$ cat config.mk
export PLATFORM = sky130hd
export DESIGN_NAME = sqrt8_rem_stage
export DESIGN_NICKNAME = d
export VERILOG_FILES = /design/src/rtl/sqrt8_rem_stage.sv
export SDC_FILE = /design/constraint.sdc
export NUM_CORES = 1
export LEC_CHECK = 0
export CORE_AREA = 2 2 90 92
export DETAILED_ROUTE_END_ITERATION = 12
export DIE_AREA = 0 0 92 94
export GPL_TIMING_DRIVEN = 1
export PLACE_DENSITY_LB_ADDON = 0.2
export SYNTH_ARGS = -nofsm -noshare
export SYNTH_HDL_FRONTEND = slang
export SYNTH_SLANG_ARGS = --single-unit
$ cat constraint.sdc
create_clock -name clk -period 3.3 [get_ports clk]
set_clock_uncertainty 0.1 [all_clocks]
set_input_delay 0.495 -clock clk [delete_from_list [all_inputs] [get_ports clk]]
set_output_delay 0.495 -clock clk [all_outputs]
set_load 0.02 [all_outputs]
$ cat src/rtl/sqrt8_rem_stage.sv
// sqrt8_rem_stage
//   Registered consumer for an 8-bit integer square-root stage. It accepts
//   a radicand x and a candidate 4-bit root q. It forms q*q with a 4-cycle
//   shift-add multiplier, then derives the remainder x - q*q. The root is
//   flagged as wrong unless q*q <= x < (q+1)*(q+1). The result is held
//   until the sink takes it.
//
// Parameters
//   CHECK_EN   1: out_err reports a bad root and out_r is 0 for bad roots.
//              0: out_err is 0 and out_r is the raw low 5 bits of x - q*q.
//
// Ports
//   clk        rising-edge clock
//   rst        asynchronous, active-high reset
//   in_valid   upstream offers in_x / in_q
//   in_ready   stage is idle and will take the operand
//   in_x       radicand (8 bits)
//   in_q       root under test (4 bits)
//   out_valid  a result is held on out_q / out_r / out_err
//   out_ready  sink takes the held result
//   out_q      captured root
//   out_r      remainder, 0..30
//   out_err    root failed the range check
module sqrt8_rem_stage #(
    parameter int CHECK_EN = 1
) (
    input  logic       clk,
    input  logic       rst,
    input  logic       in_valid,
    output logic       in_ready,
    input  logic [7:0] in_x,
    input  logic [3:0] in_q,
    output logic       out_valid,
    input  logic       out_ready,
    output logic [3:0] out_q,
    output logic [4:0] out_r,
    output logic       out_err
);

    typedef enum logic [1:0] {
        IDLE  = 2'd0,
        MUL   = 2'd1,
        CHECK = 2'd2,
        HOLD  = 2'd3
    } state_t;

    state_t state, state_nxt;

    logic [7:0]        x_reg;
    logic [3:0]        q_reg;
    logic [7:0]        acc;
    logic [1:0]        cnt;
    logic signed [8:0] d_chk;
    logic              err_chk;
    logic [4:0]        r_chk;

    // 9-bit signed difference; the extra bit keeps q*q > x visible as negative.
    function automatic logic signed [8:0] diff9(input logic [7:0] a,
                                                input logic [7:0] b);
        return $signed({1'b0, a}) - $signed({1'b0, b});
    endfunction

    // A correct root leaves 0 <= x - q*q <= 2q, since (q+1)^2 - q^2 = 2q + 1.
    function automatic logic root_bad(input logic signed [8:0] d,
                                      input logic [3:0]        q);
        logic signed [8:0] lim;
        lim = $signed({4'b0000, q, 1'b0});
        return (d < 9'sd0) || (d > lim);
    endfunction

    // Bad roots report a zero remainder so the sink never sees garbage.
    function automatic logic [4:0] rem_sel(input logic signed [8:0] d,
                                           input logic              bad);
        return bad ? 5'd0 : d[4:0];
    endfunction

    assign in_ready = (state == IDLE);

    always_ff @(posedge clk or posedge rst) begin
        if (rst) begin
            state <= IDLE;
        end else begin
            state <= state_nxt;
        end
    end

    always_comb begin
        state_nxt = state;
        case (state)
            IDLE:    if (in_valid)     state_nxt = MUL;
            MUL:     if (cnt == 2'd3)  state_nxt = CHECK;
            CHECK:                     state_nxt = HOLD;
            HOLD:    if (out_ready)    state_nxt = IDLE;
            default:                   state_nxt = IDLE;
        endcase
    end

    always_comb begin
        d_chk = diff9(x_reg, acc);
        if (CHECK_EN != 0) begin
            err_chk = root_bad(d_chk, q_reg);
            r_chk   = rem_sel(d_chk, err_chk);
        end else begin
            err_chk = 1'b0;
            r_chk   = d_chk[4:0];
        end
    end

    always_ff @(posedge clk or posedge rst) begin
        if (rst) begin
            x_reg     <= 8'd0;
            q_reg     <= 4'd0;
            acc       <= 8'd0;
            cnt       <= 2'd0;
            out_valid <= 1'b0;
            out_q     <= 4'd0;
            out_r     <= 5'd0;
            out_err   <= 1'b0;
        end else begin
            case (state)
                // capture stage: operands are only ever sampled here
                IDLE: begin
                    if (in_valid) begin
                        x_reg <= in_x;
                        q_reg <= in_q;
                        acc   <= 8'd0;
                        cnt   <= 2'd0;
                    end
                end
                // multiply stage: one partial product per cycle, LSB first
                MUL: begin
                    if (q_reg[cnt]) begin
                        acc <= acc + ({4'b0000, q_reg} << cnt);
                    end
                    cnt <= cnt + 2'd1;
                end
                // check stage: register the verdict and raise out_valid
                CHECK: begin
                    out_q     <= q_reg;
                    out_r     <= r_chk;
                    out_err   <= err_chk;
                    out_valid <= 1'b1;
                end
                // hold stage: outputs frozen until the sink accepts
                HOLD: begin
                    if (out_ready) begin
                        out_valid <= 1'b0;
                    end
                end
                default: ;
            endcase
        end
    end

endmodule
==> key figures <==
Run status
  • Status: finished clean

Clock network
  • CTS Sinks: 35
  • Total CTS buffers: 5
  • CTS H-Tree Depth: 2
  • Post-CTS Resized: 0
  • Post-CTS Setup Inserts: 0
  • Clock latency on the worst-skew pair: 0.28 ns
  • Hold-fix buffers, CTS: 0
  • Max clock buf depth: 2
  • CTS tree: done
  • Clock root buffer: clkbuf_8
  • Clock-pin slew on the worst setup and hold paths: 0.07 ns

Global routing
  • Vias in the first global route: 1,697
  • Largest net degree at the start of global routing: 19
  • Tot GR Track Use: 12.4%
  • First-pass GRT wire length: 8380 um
  • GRT Residual Overflow: 0
  • Initial antenna violation count: 0

Cells and area
  • Share of cells above drive strength 1: 10.5%
  • Nets: 298
  • N_diodes: 0
  • Area Overhead vs Synth: 21.0%
  • Final non-filler cell total: 359
  • Post-route cell area: 2740 sq um
  • Util after Layout: 36.0%

STA
  • Fmax: 329 MHz
  • Least-Margin Pin Slew: 0.752 ns
  • Final Max Slew Viols: 0
  • Worst slew margin: 49.8%
  • Setup TNS: 0 ns
  • Minimum clock period: 3.04 ns
  • Final worst-path cycle share: 92.0%
  • Setup violators final: 0
  • Final Hold Fails: 0
  • Unrepaired setup endpoints after global routing: no

Power and ir drop
  • Pwr Density: 1110 nW/um^2
  • P_int: 1.64 mW
  • Sequential fraction of design power: 26.2%
  • Clk pwr share: 10.0%
  • Sw frac: 46.3%
  • P_leak: 1.21 nW
  • Net Switching: 1.41 mW
  • Overall power: 3.05 mW
  • Combinational share of power: 63.8%
  • Peak supply drop: 0.000447 V

Synthesis
  • Asr flop ratio synth: 100%
  • Cell taking the most area after synthesis: dfrtp_1
  • Synthesized area per cell: 10.1 sq um
  • Syn Inst Count: 225
  • Count leader, synth: dfrtp_1
  • Post-synthesis sequential area ratio: 38.7%
  • Syn Std Cell Area: 2260 sq um
  • Yosys warns: 0
  • Area share of the largest cell type after synthesis: 38.7%
  • Synth area leaders: dfrtp_1 39%, ha_1 13%, mux2_2 8.0%, a21oi_1 4.2%, inv_1 4.1%
  • Post-synth EDFFs: 0
  • Main synth FF type: dfrtp_1
  • Post-Syn Nets: 267
  • Post-synthesis register bit count: 35
  • Synth top cells by count: 35 x dfrtp_1, 25 x inv_1, 24 x ha_1
  • Synth cell types: 36

Worst setup path
  • CP Capture Type: register
  • Critical R2R Capture: out_r[0]$_DFFE_PP0P_
  • Worst r2r path cells: 10
  • CP Class: register to register
  • Worst-path maximum fanout: 6
  • Worst R2R Start: acc[0]$_DFFE_PP0P_
  • Crit path DAT: 3.13 ns
  • Critical path required time: 3.39 ns
  • R2R Setup Slk: 0.26 ns
  • Startpoint Class: register

Min path
  • Hold endpoint: out_err$_DFFE_PP0P_
  • Worst hold stages: 1
  • Hold Startpoint: out_err$_DFFE_PP0P_
  • Min-delay worst type: register to register

Die
  • Io pins: 28
  • Num rows: 32
  • Core ar.: 7610 sq um
  • Die X: 92 um
  • Die H: 94 um
  • Die area: 8650 sq um
  • Initial core utilization: 29.8%

Drt
  • Remaining routing DRC violations: 0
  • Initial DRC count: 86
  • Via count: 1,752
  • Antenna viol nets, final: 0
  • Vias per cell: 4.88
  • Drt wl/cell: 14.2 um
  • Routed WL: 5100 um
  • Drt pass-1 iters: 4

Placed design
  • # placed instances: 351
  • Post-Place Cell Area: 2660 sq um
  • Port Buffers: 27
  • Hpwl dp: 3810 um
  • GPL Wtd Cong: 0.840

Run
  • Max Cap Viol: 0
final cells by class:
type / count / area (sq um)
Timing Repair Buffer: 29 / 285
Clock inverter: 3 / 15.0
Tap cell: 102 / 128
Sequential cell: 35 / 876
Clock buffer: 5 / 68.8
Multi-Input combinational cell: 160 / 1270
Inverter: 25 / 93.8
Fill cell: 751 / 4870
kinds of logic (layout without fill, tap and decap cells):
family	after synthesis	in the layout	share of synthesized area (%)
and+or+nand+nor	37	37	7.68
adders and majority gates	26	26	15.0
xor gates and xnor gates	7	7	2.71
muxes	23	23	11.6
DFF	35	35	38.7
buffers and inverters	30	62	5.03
AOI/OAI and AO/OA	67	67	19.3
placed cells by master, fill, tap and decap left out, types with 6 or more instances in the layout:
cell type	netlist	final
o21ai_0	14	14
inv_1	25	25
nand2_1	11	11
dfrtp_1	35	35
mux2_2	16	16
a21oi_1	19	19
a22o_1	6	6
nor2_1	12	12
clkdlybuf4s50_1	0	27
ha_1	24	24
mux2i_1	6	6
critical path, stage by stage, from the launching register on:
cell and delay [ns]:
dfrtp_1 0.41, ha_1 0.21, fa_1 0.40, nand2b_1 0.18
a21oi_1 0.18, xor2_1 0.22, ha_1 0.28, mux2i_1 0.15
a21oi_1 0.05, or3_1 0.46, o32ai_1 0.30
worst max-delay path by stage:
stage | from | slack, ns | to | cells after the start
floorplan | acc[0]$_DFFE_PP0P_ | 0.51 | out_r[0]$_DFFE_PP0P_ | 11
global placement | acc[0]$_DFFE_PP0P_ | 0.39 | out_r[1]$_DFFE_PP0P_ | 10
detailed placement | acc[0]$_DFFE_PP0P_ | 0.31 | out_r[4]$_DFFE_PP0P_ | 10
CTS | acc[0]$_DFFE_PP0P_ | 0.29 | out_r[0]$_DFFE_PP0P_ | 10
global route | acc[0]$_DFFE_PP0P_ | 0.09 | out_r[3]$_DFFE_PP0P_ | 10
finish | acc[0]$_DFFE_PP0P_ | 0.26 | out_r[0]$_DFFE_PP0P_ | 10
through the flow:
stage	hold slack [ns]	setup slack (ns)
finish	0.406	0.262
floorplan	0.372	0.506
global placement	0.383	0.392
detailed placement	0.399	0.305
CTS	0.417	0.293
global route	0.426	0.0913
layer usage:
| metal | share of wire (%) | wire, um | vias to the layer above | GRT usage [%] |
|---|---|---|---|---|
| met5 | 0 | 0 | - | 0 |
| met3 | 4.2 | 216 | 5 | 2.65 |
| li1 | - | - | 872 | - |
| met2 | 44 | 2250 | 38 | 18.9 |
| met1 | 51 | 2580 | 837 | 17.7 |
| met4 | 0.94 | 48 | 0 | 3.36 |
power by group through the flow:
stage	Clock (mW)	Sequential, mW	Combinational, mW
3_3_place_gp	0	0.807	1.93
6_report	0.305	0.801	1.95
3_5_place_dp	0	0.813	1.94
4_1_cts	0.322	0.804	1.96
5_1_grt	0.346	0.832	2.20
2_1_floorplan	0	0.806	1.41
Note: power is estimated with default switching activity, not from simulation.
